File: config.mk
export PLATFORM = sky130hd
export DESIGN_NAME = ysyx_25020037_idu_q
export DESIGN_NICKNAME = d
export VERILOG_FILES = /design/src/rtl/ysyx_25020037_idu_q.sv
export SDC_FILE = /design/constraint.sdc
export NUM_CORES = 1
export LEC_CHECK = 0
export CAP_MARGIN = 20
export CORE_UTILIZATION = 40
export DETAILED_ROUTE_END_ITERATION = 8
export DONT_BUFFER_PORTS = 1
export SYNTH_ARGS = -nofsm -noshare
export SYNTH_HDL_FRONTEND = slang
export SYNTH_SLANG_ARGS = --single-unit
File: constraint.sdc
create_clock -name clk -period 12.3 [get_ports clk]
set_clock_uncertainty 0.05 [all_clocks]
set_input_delay 3.69 -clock clk [delete_from_list [all_inputs] [get_ports clk]]
set_output_delay 3.69 -clock clk [all_outputs]
set_load 0.05 [all_outputs]
File: src/rtl/ysyx_25020037_idu_q.sv
// Queued RV32I+Zicsr decode stage: buffers fetched {pc, inst} pairs in a FIFO
// and presents the decoded head instruction in a valid/ready output register.
module ysyx_25020037_idu_q #(
  parameter int unsigned DEPTH = 2,
  parameter int unsigned PC_W  = 32
) (
  input  logic                       clk,
  input  logic                       rst,
  input  logic                       flush,
  input  logic                       in_valid,
  output logic                       in_ready,
  input  logic [PC_W-1:0]            in_pc,
  input  logic [31:0]                in_inst,
  output logic                       out_valid,
  input  logic                       out_ready,
  output logic [PC_W-1:0]            out_pc,
  output logic [4:0]                 out_rd,
  output logic [4:0]                 out_rs1,
  output logic [4:0]                 out_rs2,
  output logic [31:0]                out_imm,
  output logic [16:0]                out_alu_op,
  output logic                       out_src1_is_pc,
  output logic                       out_src2_is_imm,
  output logic                       out_gpr_we,
  output logic                       out_load,
  output logic                       out_store,
  output logic [1:0]                 out_mem_size,
  output logic                       out_load_unsigned,
  output logic                       out_branch,
  output logic                       out_jump,
  output logic [1:0]                 out_csr_op,
  output logic [11:0]                out_csr_addr,
  output logic                       out_ecall,
  output logic                       out_mret,
  output logic                       out_ebreak,
  output logic                       out_illegal,
  output logic [$clog2(DEPTH+1)-1:0] occupancy
);
  localparam int unsigned PTR_W = $clog2(DEPTH);
  localparam int unsigned OCC_W = $clog2(DEPTH + 1);

  localparam int unsigned ALU_ADD  = 0;
  localparam int unsigned ALU_SUB  = 1;
  localparam int unsigned ALU_SLT  = 2;
  localparam int unsigned ALU_SLTU = 3;
  localparam int unsigned ALU_AND  = 4;
  localparam int unsigned ALU_OR   = 5;
  localparam int unsigned ALU_XOR  = 6;
  localparam int unsigned ALU_SLL  = 7;
  localparam int unsigned ALU_SRL  = 8;
  localparam int unsigned ALU_SRA  = 9;
  localparam int unsigned ALU_LUI  = 10;
  localparam int unsigned ALU_BNE  = 11;
  localparam int unsigned ALU_BEQ  = 12;
  localparam int unsigned ALU_BGE  = 13;
  localparam int unsigned ALU_BGEU = 14;
  localparam int unsigned ALU_BLT  = 15;
  localparam int unsigned ALU_BLTU = 16;

  localparam logic [6:0] OPC_LUI    = 7'b0110111;
  localparam logic [6:0] OPC_AUIPC  = 7'b0010111;
  localparam logic [6:0] OPC_JAL    = 7'b1101111;
  localparam logic [6:0] OPC_JALR   = 7'b1100111;
  localparam logic [6:0] OPC_BRANCH = 7'b1100011;
  localparam logic [6:0] OPC_LOAD   = 7'b0000011;
  localparam logic [6:0] OPC_STORE  = 7'b0100011;
  localparam logic [6:0] OPC_OP_IMM = 7'b0010011;
  localparam logic [6:0] OPC_OP     = 7'b0110011;
  localparam logic [6:0] OPC_SYSTEM = 7'b1110011;

  typedef struct packed {
    logic [PC_W-1:0] pc;
    logic [4:0]      rd;
    logic [4:0]      rs1;
    logic [4:0]      rs2;
    logic [31:0]     imm;
    logic [16:0]     alu_op;
    logic            src1_is_pc;
    logic            src2_is_imm;
    logic            gpr_we;
    logic            load;
    logic            store;
    logic [1:0]      mem_size;
    logic            load_unsigned;
    logic            branch;
    logic            jump;
    logic [1:0]      csr_op;
    logic [11:0]     csr_addr;
    logic            ecall;
    logic            mret;
    logic            ebreak;
    logic            illegal;
  } dec_t;

  logic [PC_W-1:0]  fifo_pc   [DEPTH];
  logic [31:0]      fifo_inst [DEPTH];
  logic [PTR_W-1:0] wr_ptr;
  logic [PTR_W-1:0] rd_ptr;
  logic             push;
  logic             pop;
  dec_t             dec;
  dec_t             q;

  assign in_ready = (occupancy < OCC_W'(DEPTH)) & ~flush;
  assign push     = in_valid & in_ready;
  assign pop      = (occupancy != '0) & (~out_valid | out_ready);

  // Raw storage needs no reset: only entries below occupancy are ever read out.
  always_ff @(posedge clk) begin
    if (push) begin
      fifo_pc[wr_ptr]   <= in_pc;
      fifo_inst[wr_ptr] <= in_inst;
    end
  end

  always_ff @(posedge clk or posedge rst) begin
    if (rst) begin
      wr_ptr    <= '0;
      rd_ptr    <= '0;
      occupancy <= '0;
    end else if (flush) begin
      wr_ptr    <= '0;
      rd_ptr    <= '0;
      occupancy <= '0;
    end else begin
      if (push) wr_ptr <= wr_ptr + PTR_W'(1);
      if (pop)  rd_ptr <= rd_ptr + PTR_W'(1);
      if (push && !pop)      occupancy <= occupancy + OCC_W'(1);
      else if (!push && pop) occupancy <= occupancy - OCC_W'(1);
    end
  end

  logic [31:0] inst;
  logic [6:0]  opc;
  logic [2:0]  f3;
  logic [6:0]  f7;
  logic [31:0] imm_i, imm_s, imm_b, imm_u, imm_j;
  logic        legal;

  assign inst  = fifo_inst[rd_ptr];
  assign opc   = inst[6:0];
  assign f3    = inst[14:12];
  assign f7    = inst[31:25];
  assign imm_i = {{20{inst[31]}}, inst[31:20]};
  assign imm_s = {{20{inst[31]}}, inst[31:25], inst[11:7]};
  assign imm_b = {{19{inst[31]}}, inst[31], inst[7], inst[30:25], inst[11:8], 1'b0};
  assign imm_u = {inst[31:12], 12'b0};
  assign imm_j = {{11{inst[31]}}, inst[31], inst[19:12], inst[20], inst[30:21], 1'b0};

  // Decode of the FIFO head; unrecognised encodings collapse to an illegal bundle.
  always_comb begin
    dec          = '0;
    legal        = 1'b1;
    dec.pc       = fifo_pc[rd_ptr];
    dec.rd       = inst[11:7];
    dec.rs1      = inst[19:15];
    dec.rs2      = inst[24:20];
    dec.csr_addr = inst[31:20];
    case (opc)
      OPC_LUI: begin
        dec.imm = imm_u; dec.alu_op[ALU_LUI] = 1'b1;
        dec.src2_is_imm = 1'b1; dec.gpr_we = 1'b1;
      end
      OPC_AUIPC: begin
        dec.imm = imm_u; dec.alu_op[ALU_ADD] = 1'b1;
        dec.src1_is_pc = 1'b1; dec.src2_is_imm = 1'b1; dec.gpr_we = 1'b1;
      end
      OPC_JAL: begin
        dec.imm = imm_j; dec.alu_op[ALU_ADD] = 1'b1; dec.jump = 1'b1;
        dec.src1_is_pc = 1'b1; dec.src2_is_imm = 1'b1; dec.gpr_we = 1'b1;
      end
      OPC_JALR: begin
        dec.imm = imm_i; dec.alu_op[ALU_ADD] = 1'b1; dec.jump = 1'b1;
        dec.src2_is_imm = 1'b1; dec.gpr_we = 1'b1;
        legal = (f3 == 3'b000);
      end
      OPC_BRANCH: begin
        dec.imm = imm_b; dec.branch = 1'b1;
        dec.src1_is_pc = 1'b1; dec.src2_is_imm = 1'b1;
        case (f3)
          3'b000:  dec.alu_op[ALU_BEQ]  = 1'b1;
          3'b001:  dec.alu_op[ALU_BNE]  = 1'b1;
          3'b100:  dec.alu_op[ALU_BLT]  = 1'b1;
          3'b101:  dec.alu_op[ALU_BGE]  = 1'b1;
          3'b110:  dec.alu_op[ALU_BLTU] = 1'b1;
          3'b111:  dec.alu_op[ALU_BGEU] = 1'b1;
          default: legal = 1'b0;
        endcase
      end
      OPC_LOAD: begin
        dec.imm = imm_i; dec.alu_op[ALU_ADD] = 1'b1; dec.load = 1'b1;
        dec.src2_is_imm = 1'b1; dec.gpr_we = 1'b1;
        dec.mem_size = f3[1:0]; dec.load_unsigned = f3[2];
        legal = f3 inside {3'b000, 3'b001, 3'b010, 3'b100, 3'b101};
      end
      OPC_STORE: begin
        dec.imm = imm_s; dec.alu_op[ALU_ADD] = 1'b1; dec.store = 1'b1;
        dec.src2_is_imm = 1'b1; dec.mem_size = f3[1:0];
        legal = f3 inside {3'b000, 3'b001, 3'b010};
      end
      OPC_OP_IMM: begin
        dec.imm = imm_i; dec.src2_is_imm = 1'b1; dec.gpr_we = 1'b1;
        case (f3)
          3'b000: dec.alu_op[ALU_ADD]  = 1'b1;
          3'b010: dec.alu_op[ALU_SLT]  = 1'b1;
          3'b011: dec.alu_op[ALU_SLTU] = 1'b1;
          3'b100: dec.alu_op[ALU_XOR]  = 1'b1;
          3'b110: dec.alu_op[ALU_OR]   = 1'b1;
          3'b111: dec.alu_op[ALU_AND]  = 1'b1;
          3'b001: if (f7 == 7'h00) dec.alu_op[ALU_SLL] = 1'b1; else legal = 1'b0;
          3'b101: begin
            if (f7 == 7'h00)      dec.alu_op[ALU_SRL] = 1'b1;
            else if (f7 == 7'h20) dec.alu_op[ALU_SRA] = 1'b1;
            else                  legal = 1'b0;
          end
        endcase
      end
      OPC_OP: begin
        dec.gpr_we = 1'b1;
        if (f7 == 7'h00) begin
          case (f3)
            3'b000: dec.alu_op[ALU_ADD]  = 1'b1;
            3'b001: dec.alu_op[ALU_SLL]  = 1'b1;
            3'b010: dec.alu_op[ALU_SLT]  = 1'b1;
            3'b011: dec.alu_op[ALU_SLTU] = 1'b1;
            3'b100: dec.alu_op[ALU_XOR]  = 1'b1;
            3'b101: dec.alu_op[ALU_SRL]  = 1'b1;
            3'b110: dec.alu_op[ALU_OR]   = 1'b1;
            3'b111: dec.alu_op[ALU_AND]  = 1'b1;
          endcase
        end else if (f7 == 7'h20 && f3 == 3'b000) dec.alu_op[ALU_SUB] = 1'b1;
        else if (f7 == 7'h20 && f3 == 3'b101)     dec.alu_op[ALU_SRA] = 1'b1;
        else                                      legal = 1'b0;
      end
      OPC_SYSTEM: begin
        if (f3 == 3'b001)              begin dec.csr_op = 2'b01; dec.gpr_we = 1'b1; end
        else if (f3 == 3'b010)         begin dec.csr_op = 2'b10; dec.gpr_we = 1'b1; end
        else if (inst == 32'h00000073) dec.ecall  = 1'b1;
        else if (inst == 32'h00100073) dec.ebreak = 1'b1;
        else if (inst == 32'h30200073) dec.mret   = 1'b1;
        else                           legal = 1'b0;
      end
      default: legal = 1'b0;
    endcase
    if (!legal) begin
      dec.imm           = '0;
      dec.alu_op        = '0;
      dec.src1_is_pc    = 1'b0;
      dec.src2_is_imm   = 1'b0;
      dec.gpr_we        = 1'b0;
      dec.load          = 1'b0;
      dec.store         = 1'b0;
      dec.mem_size      = '0;
      dec.load_unsigned = 1'b0;
      dec.branch        = 1'b0;
      dec.jump          = 1'b0;
      dec.csr_op        = '0;
      // The all-zero word is a pipeline bubble, not an exception.
      dec.illegal       = (inst != 32'h0);
    end
    if (dec.rd == 5'd0) dec.gpr_we = 1'b0;
  end

  // Output register: fields change only on a load, so they hold during a stall.
  always_ff @(posedge clk or posedge rst) begin
    if (rst) begin
      out_valid <= 1'b0;
      q         <= '0;
    end else if (flush) begin
      out_valid <= 1'b0;
    end else if (pop) begin
      out_valid <= 1'b1;
      q         <= dec;
    end else if (out_ready) begin
      out_valid <= 1'b0;
    end
  end

  assign out_pc            = q.pc;
  assign out_rd            = q.rd;
  assign out_rs1           = q.rs1;
  assign out_rs2           = q.rs2;
  assign out_imm           = q.imm;
  assign out_alu_op        = q.alu_op;
  assign out_src1_is_pc    = q.src1_is_pc;
  assign out_src2_is_imm   = q.src2_is_imm;
  assign out_gpr_we        = q.gpr_we;
  assign out_load          = q.load;
  assign out_store         = q.store;
  assign out_mem_size      = q.mem_size;
  assign out_load_unsigned = q.load_unsigned;
  assign out_branch        = q.branch;
  assign out_jump          = q.jump;
  assign out_csr_op        = q.csr_op;
  assign out_csr_addr      = q.csr_addr;
  assign out_ecall         = q.ecall;
  assign out_mret          = q.mret;
  assign out_ebreak        = q.ebreak;
  assign out_illegal       = q.illegal;

endmodule
==> results of run 1 <==
==> cells in the mapped netlist (3+ instances only) <==
cell        n
nor4_1      6
buf_4       8
dfrtp_1   124
a31oi_1     5
o31ai_1    11
mux2_2      6
inv_1       4
clkbuf_1   29
nor4b_1     3
nand3b_1    3
o41ai_1     3
nand2_1   125
a22oi_1     3
or3_1       7
a21oi_1    18
o22ai_1    15
edfxtp_1  128
nor2_1     35
mux2i_1    59
nand4_1     3
a21o_1      7
buf_1       3
nor3b_1     5
o21ai_0    87
nor3_1     13
a32o_1      9
a22o_1     18
nand2b_1    4
nor2b_1     4
nand3_1     9
buf_2      10
==> layer usage <==
layer	vias up	GRT usage (%)	share of wire, %
li1	2964	-	-
met1	3032	23.9	42
met2	219	28.3	45
met3	35	6.90	11
met4	0	4.29	1.9
met5	-	0	0
==> logic make-up after synthesis <==
family	count (synthesis)	share of synthesized area [%]
buf+inv	56	2.54
xor+xnor	3	0.255
flops	252	67.5
compound gates	199	12.9
simple gates	230	10.4
mux	65	6.40
==> through the flow <==
| stage | area [µm²] | total power [µW] | std cells | utilization (%) |
|---|---|---|---|---|
| 2_1_floorplan | 10300 | 1220 | 805 | - |
| 3_3_place_gp | 10600 | 1260 | 1092 | 41.9 |
| 3_5_place_dp | 10600 | 1260 | 1092 | 41.9 |
| 4_1_cts | 11400 | 2000 | 1141 | 45.1 |
| 5_1_grt | 11400 | 2050 | 1142 | 45.2 |
| 6_report | 11400 | 1980 | 1142 | 45.2 |
==> state kept, by name, summed over array words and instances (netlist names), 2 cells and up <==
signal	count
out_csr_op	2
out_rs1	5
out_pc	32
out_rs2	4
out_imm	32
out_csr_addr	8
fifo_inst	64
out_mem_size	2
out_alu_op	17
occupancy	2
fifo_pc	64
out_rd	5
==> cell usage in the layout (no fill, tap or decap), types with 4 or more instances in the layout <==
master and n:
a21oi_1 18, a21o_1 7, nor2b_1 4, nor3b_1 5
nor2_1 34, dfrtp_1 123, nand2_1 125, mux2i_1 59
nand2b_1 4, mux2_2 6, nand3_1 9, nor3_1 12
clkbuf_8 4, clkbuf_1 10, clkbuf_16 27, o22ai_1 15
o31ai_1 11, a32o_1 9, edfxtp_1 128, a22o_1 18
nor4_1 6, or3_1 6, clkinv_2 6, o21ai_0 87
buf_4 9, a31oi_1 5
==> final cells by class <==
type                       count  area, µm²
fill                        2258      13800
sequential                   252       6950
multi-input combinational    497       3110
clock buffer                  41        768
tap                          330        413
timing repair buffer          10       82.6
clock inverter                 8       42.5
inverter                       4       20.0
==> worst max-delay path by stage <==
stage	start	to	slack, ps	cells after the start
after global routing	flush	in_ready	4500	2
after floorplan	flush	in_ready	4010	2
after CTS	flush	in_ready	4540	2
after detailed placement	flush	in_ready	4540	2
final	flush	in_ready	4550	2
after global placement	flush	in_ready	4520	2
==> report_power, final <==
| part | switching (µW) | total, µW | internal (µW) |
|---|---|---|---|
| logic | 74.3 | 112 | 38.0 |
| clock network | 308 | 736 | 428 |
| registers | 189 | 1130 | 940 |
==> flow_summary.yaml, run 1 <==
synth:
  synth-seq-cells: 252
  synth_edf_count: 128
  yosysWarnings: 0
  synthArstFlopShare_pct: 49.2
  synthesis.area_um2: 10300
  syn_area_per_cell_um2: 12.8
  synth_area_leader_cell: "edfxtp_1"
  yosysTopAreaCellShare_pct: 37.3
  synth_cell_types: 66
  ys.flop_type: "edfxtp_1"
  synth-seq-area-share_pct: 67.5
  synth_fp_nets: 874
  syn_inst: 805
  synth.area.top_cells: "edfxtp_1, dfrtp_1, mux2i_1, nand2_1, o21ai_0"
clock_network:
  postCtsHoldBufs: 0
  cts.sinks: 252
  cts-root-buf: "clkbuf_16"
  clockBufferDepth: 3
  cts_tree: "yes"
  clock_latency_ps: 540
  post-cts-setup-buffers: 0
  clkTransAtPathRegs_ps: 60
  cts-buffers-inserted: 27
  h-tree-depth: 1
  cts-resized-gates: 0
worst_hold_path:
  min_delay_path_depth: 2
  hold_end: "out_pc[0]$_DFFE_PP0P_"
  hold_path_class: "reg -> reg"
  hp-start: "fifo_pc[0][0]$_DFFE_PP_"
global_route:
  grt_pass1_vias: 6265
  grt_pass1_wl_mm: 36.8
  grt_usage_pct: 18.2
  overflow: 0
  antenna_found_initial: 0
  grt_start_max_net_pins: 87
critical_path:
  r2r_slack_ps: 7720
  worst-r2r-cell-count: 7
  slowest_delay_ps: 240
  crit_chain: "nor2_1 -> buf_4"
  r2r-start: "rd_ptr$_DFFE_PP0P_"
  crit_type: "in -> out"
  cp.required_ps: 8560
  r2r_end: "out_mem_size[0]$_DFFE_PP0P_"
  crit_path_end_kind: "output port"
  path_buf_inv: 1
  worstPathArrival_ps: 4010
  path_max_fanout: 8
  cp_top_family: "buffers and inverters"
  slowest_stage: "buf_4"
  cp-start-kind: "primary input"
place:
  port_buffers: 0
  gp_congestion: 0.858
  post-place-ws_ps: 4540
  dp_hpwl_mm: 16.1
power:
  powerDensity_nw_per_um2: 174
  p_leak_uw: 0.00428
  ir_worst_vdd_mv: 0.126
die:
  core_area_um2: 25200
  die_x_um: 162
  start_util_pct: 40.9
  die_h_um: 162
  pin_count: 197
  rows: 58
  die_area_um2: 26400
timing:
  timing.final.crit_share_pct: 63.0
  tightestPinTransition_ps: 1100
  slew_headroom_pct: 26.8
  whs_ps: 480
  fin_setup_tns_ps: 0
  max_freq_mhz: 129
  rsz0062_at_grt: "no"
  drv_slew: 0
  finalHoldViolCount: 0
  setup_viol: 0
  fin_ws_ps: 4550
  period_needed_ps: 7750
final_layout:
  drive_gt1_share_pct: 8.62
  nets: 861
  diodes: 0
  syn_to_final_growth_pct: 10.6
routing:
  drtIter0Drc: 528
  num_vias: 6250
  wirelength_mm: 24.1
  antenna_left: 0
  drc: 0
  drt-pass1-iter-count: 5
  avgRoutedWirePerCell_um: 21.1
  viasPerCell: 5.47
flow_run:
  cap_violations: 0
run_status:
  outcome: "complete, no violations"
Note: power is estimated with default switching activity, not from simulation.
==> run 2, diff against run 1 <==
==> constraint.sdc (replaced) <==
create_clock -name clk -period 7.75 [get_ports clk]
set_clock_uncertainty 0.05 [all_clocks]
set_input_delay 2.325 -clock clk [delete_from_list [all_inputs] [get_ports clk]]
set_output_delay 2.325 -clock clk [all_outputs]
set_load 0.05 [all_outputs]
==> run 2 against run 1 <==
Effect of this change: register-to-register slack got worse by 4000 ps; routed wire length rose by 0.32%; critical endpoint unchanged; sequential cell count did not move; via count rose by 1.5%; final cell count rose by 0.44%; core utilization rose by 0.40 points; cell area rose by 0.88%; die area did not move; sequential power rose by 58%.
==> flow_summary.yaml, run 2 (same netlist as run 1, synthesis figures left out) <==
critical_path:
  cp_top_family: "buffers and inverters"
  slowest_delay_ps: 240
  worstPathArrival_ps: 2640
  crit_chain: "nor2_1 -> buf_4"
  cp-start-kind: "primary input"
  r2r_end: "out_mem_size[0]$_DFFE_PP0P_"
  path_max_fanout: 8
  cp.required_ps: 5380
  crit_type: "in -> out"
  crit_path_end_kind: "output port"
  worst-r2r-cell-count: 7
  r2r-start: "rd_ptr$_DFFE_PP0P_"
  slowest_stage: "buf_4"
  r2r_slack_ps: 3760
  path_buf_inv: 1
power:
  power_uw: 3240
  ir_worst_vdd_mv: 0.207
  powerDensity_nw_per_um2: 282
  p_leak_uw: 0.00432
place:
  gp_congestion: 0.879
  port_buffers: 0
  dp_hpwl_mm: 16.2
  post_dp_cell_area_um2: 10600
timing:
  fin_setup_tns_ps: 0
  whs_ps: 476
  slew_headroom_pct: 22.0
  tightestPinTransition_ps: 1170
  setup_viol: 0
  period_needed_ps: 5020
  timing.final.crit_share_pct: 64.8
  rsz0062_at_grt: "no"
  max_freq_mhz: 199
  drv_slew: 0
  finalHoldViolCount: 0
worst_hold_path:
  hold_path_class: "reg -> reg"
  min_delay_path_depth: 2
  hold_end: "out_pc[8]$_DFFE_PP0P_"
  hp-start: "fifo_pc[0][8]$_DFFE_PP_"
global_route:
  antenna_found_initial: 0
  grt_usage_pct: 18.3
  use_met1_pct: 23.1
  overflow: 0
  grt_start_max_net_pins: 79
  grt_pass1_wl_mm: 37.0
  grt.busiest_layer: "met2"
  met2_usage_pct: 28.9
  grtUsageMet3_pct: 7.31
  grt_pass1_vias: 6268
run_status:
  outcome: "complete, no violations"
final_layout:
  layout_common_cells: "edfxtp_1, nand2_1, dfrtp_1"
  nets: 864
  syn_to_final_growth_pct: 11.6
  finalInstanceArea_um2: 11500
  fillCellCount: 2280
  top_regs: "fifo_inst: 64 flops, fifo_pc: 64 flops"
  layout_commonest_cell: "edfxtp_1"
  drive_gt1_share_pct: 9.06
  diodes: 0
die:
  die_x_um: 162
  start_util_pct: 40.9
  die_area_um2: 26400
  core_area_um2: 25200
  rows: 58
  die_h_um: 162
  pin_count: 197
clock_network:
  post-cts-setup-buffers: 0
  cts-resized-gates: 0
  clockBufferDepth: 3
  postCtsHoldBufs: 0
  cts.sinks: 252
  h-tree-depth: 1
  cts_tree: "yes"
  clock_latency_ps: 530
  clkTransAtPathRegs_ps: 60
  cts-buffers-inserted: 28
  cts-root-buf: "clkbuf_16"
routing:
  drt-pass1-iter-count: 4
  num_vias: 6344
  avgRoutedWirePerCell_um: 21.0
  drtIter0Drc: 392
  wirelength_mm: 24.1
  drc: 0
  viasPerCell: 5.53
  antenna_left: 0
flow_run:
  cap_violations: 0
## run 2: routing by layer
| layer | up-vias | routed length (µm) |
|---|---|---|
| li1 | 2974 | - |
| met5 | - | 0 |
| met1 | 3110 | 9990 |
| met3 | 38 | 2540 |
| met4 | 0 | 547 |
| met2 | 222 | 11100 |
## run 2: how the worst max path moves through the flow
stage,from,to,depth (start not counted)
after global placement,flush,in_ready,2
final,flush,in_ready,2
after floorplan,flush,fifo_inst[0][0]$_DFFE_PP_,4
after detailed placement,flush,in_ready,2
after global routing,flush,in_ready,2
after CTS,flush,in_ready,2
## run 2: cell type report
| class | count | area (µm²) | area share [%] |
|---|---|---|---|
| multi-input cells | 497 | 3110 | 27.0 |
| well taps | 330 | 413 | 3.60 |
| clock inverters | 16 | 134 | 1.17 |
| clock buffers | 36 | 762 | 6.64 |
| inverters | 4 | 20.0 | 0.174 |
| repair buffers | 12 | 97.6 | 0.850 |
| flip-flops and latches | 252 | 6950 | 60.5 |
## run 2: report_power, final
group          internal [µW]  leakage, µW  switching, µW
clock network            757     0.000430            510
registers               1490      0.00281            293
logic                   61.1      0.00108            124
## run 2: stage by stage
step,setup WS (ps),cells,utilization (%)
detailed placement,2730,1094,42.0
finish,2730,1147,45.6
CTS,2720,1146,45.5
floorplan,1200,805,-
global route,2720,1147,45.6
global placement,2720,1093,42.0
==> run 3, diff against run 2 <==
==> constraint.sdc (replaced) <==
create_clock -name clk -period 4.55 [get_ports clk]
set_clock_uncertainty 0.05 [all_clocks]
set_input_delay 1.365 -clock clk [delete_from_list [all_inputs] [get_ports clk]]
set_output_delay 1.365 -clock clk [all_outputs]
set_load 0.05 [all_outputs]
==> run 3 against run 2 <==
Effect of this change: cell area is 0.54% higher; sequential power is 70% higher; sequential cell count stayed put; largest cell class unchanged.
==> flow_summary.yaml, run 3 (same netlist as run 1, synthesis figures left out) <==
run_status:
  outcome: "complete, no violations"
final_layout:
  layout_commonest_cell: "edfxtp_1"
  final_cells: 1148
  regArea_um2: 6950
  fillCellCount: 2247
  diodes: 0
  drive_gt1_share_pct: 9.54
  multi_input_area_um2: 3110
  syn_to_final_growth_pct: 12.2
  nets: 865
  layout_common_cells: "edfxtp_1, nand2_1, dfrtp_1"
  top_regs: "fifo_inst: 64 flops, fifo_pc: 64 flops"
die:
  start_util_pct: 40.9
  die_area_um2: 26400
  core_area_um2: 25200
  rows: 58
  die_h_um: 162
  pin_count: 197
  die_x_um: 162
timing:
  setup_viol: 0
  fin_setup_tns_ps: 0
  finalHoldViolCount: 0
  timing.final.crit_share_pct: 79.9
  rsz0062_at_grt: "no"
  fin_ws_ps: 914
  drv_slew: 0
  tightestPinTransition_ps: 1070
  max_freq_mhz: 275
  slew_headroom_pct: 28.6
  period_needed_ps: 3640
clock_network:
  post-cts-setup-buffers: 0
  clock_latency_ps: 550
  cts-buffers-inserted: 28
  cts-resized-gates: 0
  clockBufferDepth: 3
  postCtsHoldBufs: 0
  cts_tree: "yes"
  cts.sinks: 252
  h-tree-depth: 1
  cts-root-buf: "clkbuf_16"
  clkTransAtPathRegs_ps: 60
global_route:
  antenna_found_initial: 2
  grt_pass1_wl_mm: 37.9
  grt_usage_pct: 18.9
  grt_pass1_vias: 6306
  grt_start_max_net_pins: 104
  overflow: 0
power:
  switchingPower_uw: 1620
  p_seq_share_pct: 54.8
  p_int_uw: 3950
  powerDensity_nw_per_um2: 483
  comb_power_share_pct: 5.5
  switching_share_pct: 29.1
  p_leak_uw: 0.00434
  power_uw: 5570
  ir_worst_vdd_mv: 0.388
  p_clk_share_pct: 39.7
critical_path:
  cp-start-kind: "register"
  crit_chain: "buf_4 -> nor3_1 -> a21oi_1 -> nor4_2 -> a2111oi_4 -> o2111a_1 -> o21ai_0"
  r2r_end: "out_imm[13]$_DFFE_PP0P_"
  worst-r2r-cell-count: 7
  crit_type: "reg -> reg"
  slowest_delay_ps: 840
  path_max_fanout: 51
  crit_path_end_kind: "register"
  r2r_slack_ps: 910
  cp-startpoint: "rd_ptr$_DFFE_PP0P_"
  worstPathArrival_ps: 3970
  cp.required_ps: 4880
  slowest_stage: "o2111a_1"
  r2r-start: "rd_ptr$_DFFE_PP0P_"
  crit_end: "out_imm[13]$_DFFE_PP0P_"
routing:
  wirelength_mm: 24.9
  drc: 0
  viasPerCell: 5.50
  drt-pass1-iter-count: 6
  num_vias: 6312
  antenna_left: 0
  avgRoutedWirePerCell_um: 21.7
  drtIter0Drc: 426
flow_run:
  cap_violations: 0
worst_hold_path:
  hold_path_class: "reg -> reg"
place:
  dpl.cell_count: 1096
  dp_hpwl_mm: 17.0
  port_buffers: 0
  post-place-ws_ps: 966
  gp_congestion: 0.950
==> run 3: final cells by class <==
| type | count | area share (%) |
|---|---|---|
| repair buffers | 13 | 1.28 |
| flip-flops and latches | 252 | 60.2 |
| clock buffers | 40 | 6.72 |
| multi-input cells | 497 | 26.9 |
| inverters | 4 | 0.163 |
| clock inverters | 12 | 1.16 |
| well taps | 330 | 3.58 |
==> run 3: worst min path at each step <==
stage	from	end	slack [ps]	cells after the start
floorplan	fifo_pc[0][0]$_DFFE_PP_	out_pc[0]$_DFFE_PP0P_	450	2
global placement	fifo_pc[0][13]$_DFFE_PP_	out_pc[13]$_DFFE_PP0P_	460	2
detailed placement	fifo_pc[0][0]$_DFFE_PP_	out_pc[0]$_DFFE_PP0P_	480	2
CTS	fifo_pc[1][3]$_DFFE_PP_	out_pc[3]$_DFFE_PP0P_	480	2
global route	fifo_pc[0][0]$_DFFE_PP_	out_pc[0]$_DFFE_PP0P_	490	2
finish	fifo_pc[0][19]$_DFFE_PP_	out_pc[19]$_DFFE_PP0P_	480	2
==> run 3: power by group through the flow <==
stage                     clock network [µW]  logic [µW]  registers (µW)
after floorplan                            0         291            3020
after global placement                     0         309            3100
after detailed placement                   0         317            3100
after CTS                               2260         315            3050
after global routing                    2340         353            3070
final                                   2210         309            3050
==> run 3: stage by stage <==
step | hold slack (ps) | util, % | area [µm²]
3_5_place_dp | 477 | 42.2 | 10600
3_3_place_gp | 459 | 42.2 | 10600
2_1_floorplan | 455 | - | 10300
6_report | 476 | 45.8 | 11500
4_1_cts | 483 | 45.8 | 11500
5_1_grt | 492 | 45.8 | 11500
==> run 3: per-layer routing <==
layer / wire [µm] / GRT usage [%] / part of all wire, % / vias up
met5: 18 / 0 / 0.072 / -
met4: 708 / 6.22 / 2.8 / 2
met3: 3080 / 8.73 / 12 / 49
met2: 11000 / 28.6 / 44 / 262
met1: 10100 / 23.9 / 40 / 3030
li1: - / - / - / 2969
==> run 3: worst max-delay path: cells and delay by family (launching register included) <==
kind / cells / cell delay, ps
AOI/OAI and AO/OA: 4 / 1920
buffers and inverters: 1 / 430
and+or+nand+nor: 2 / 260
DFF: 1 / 780
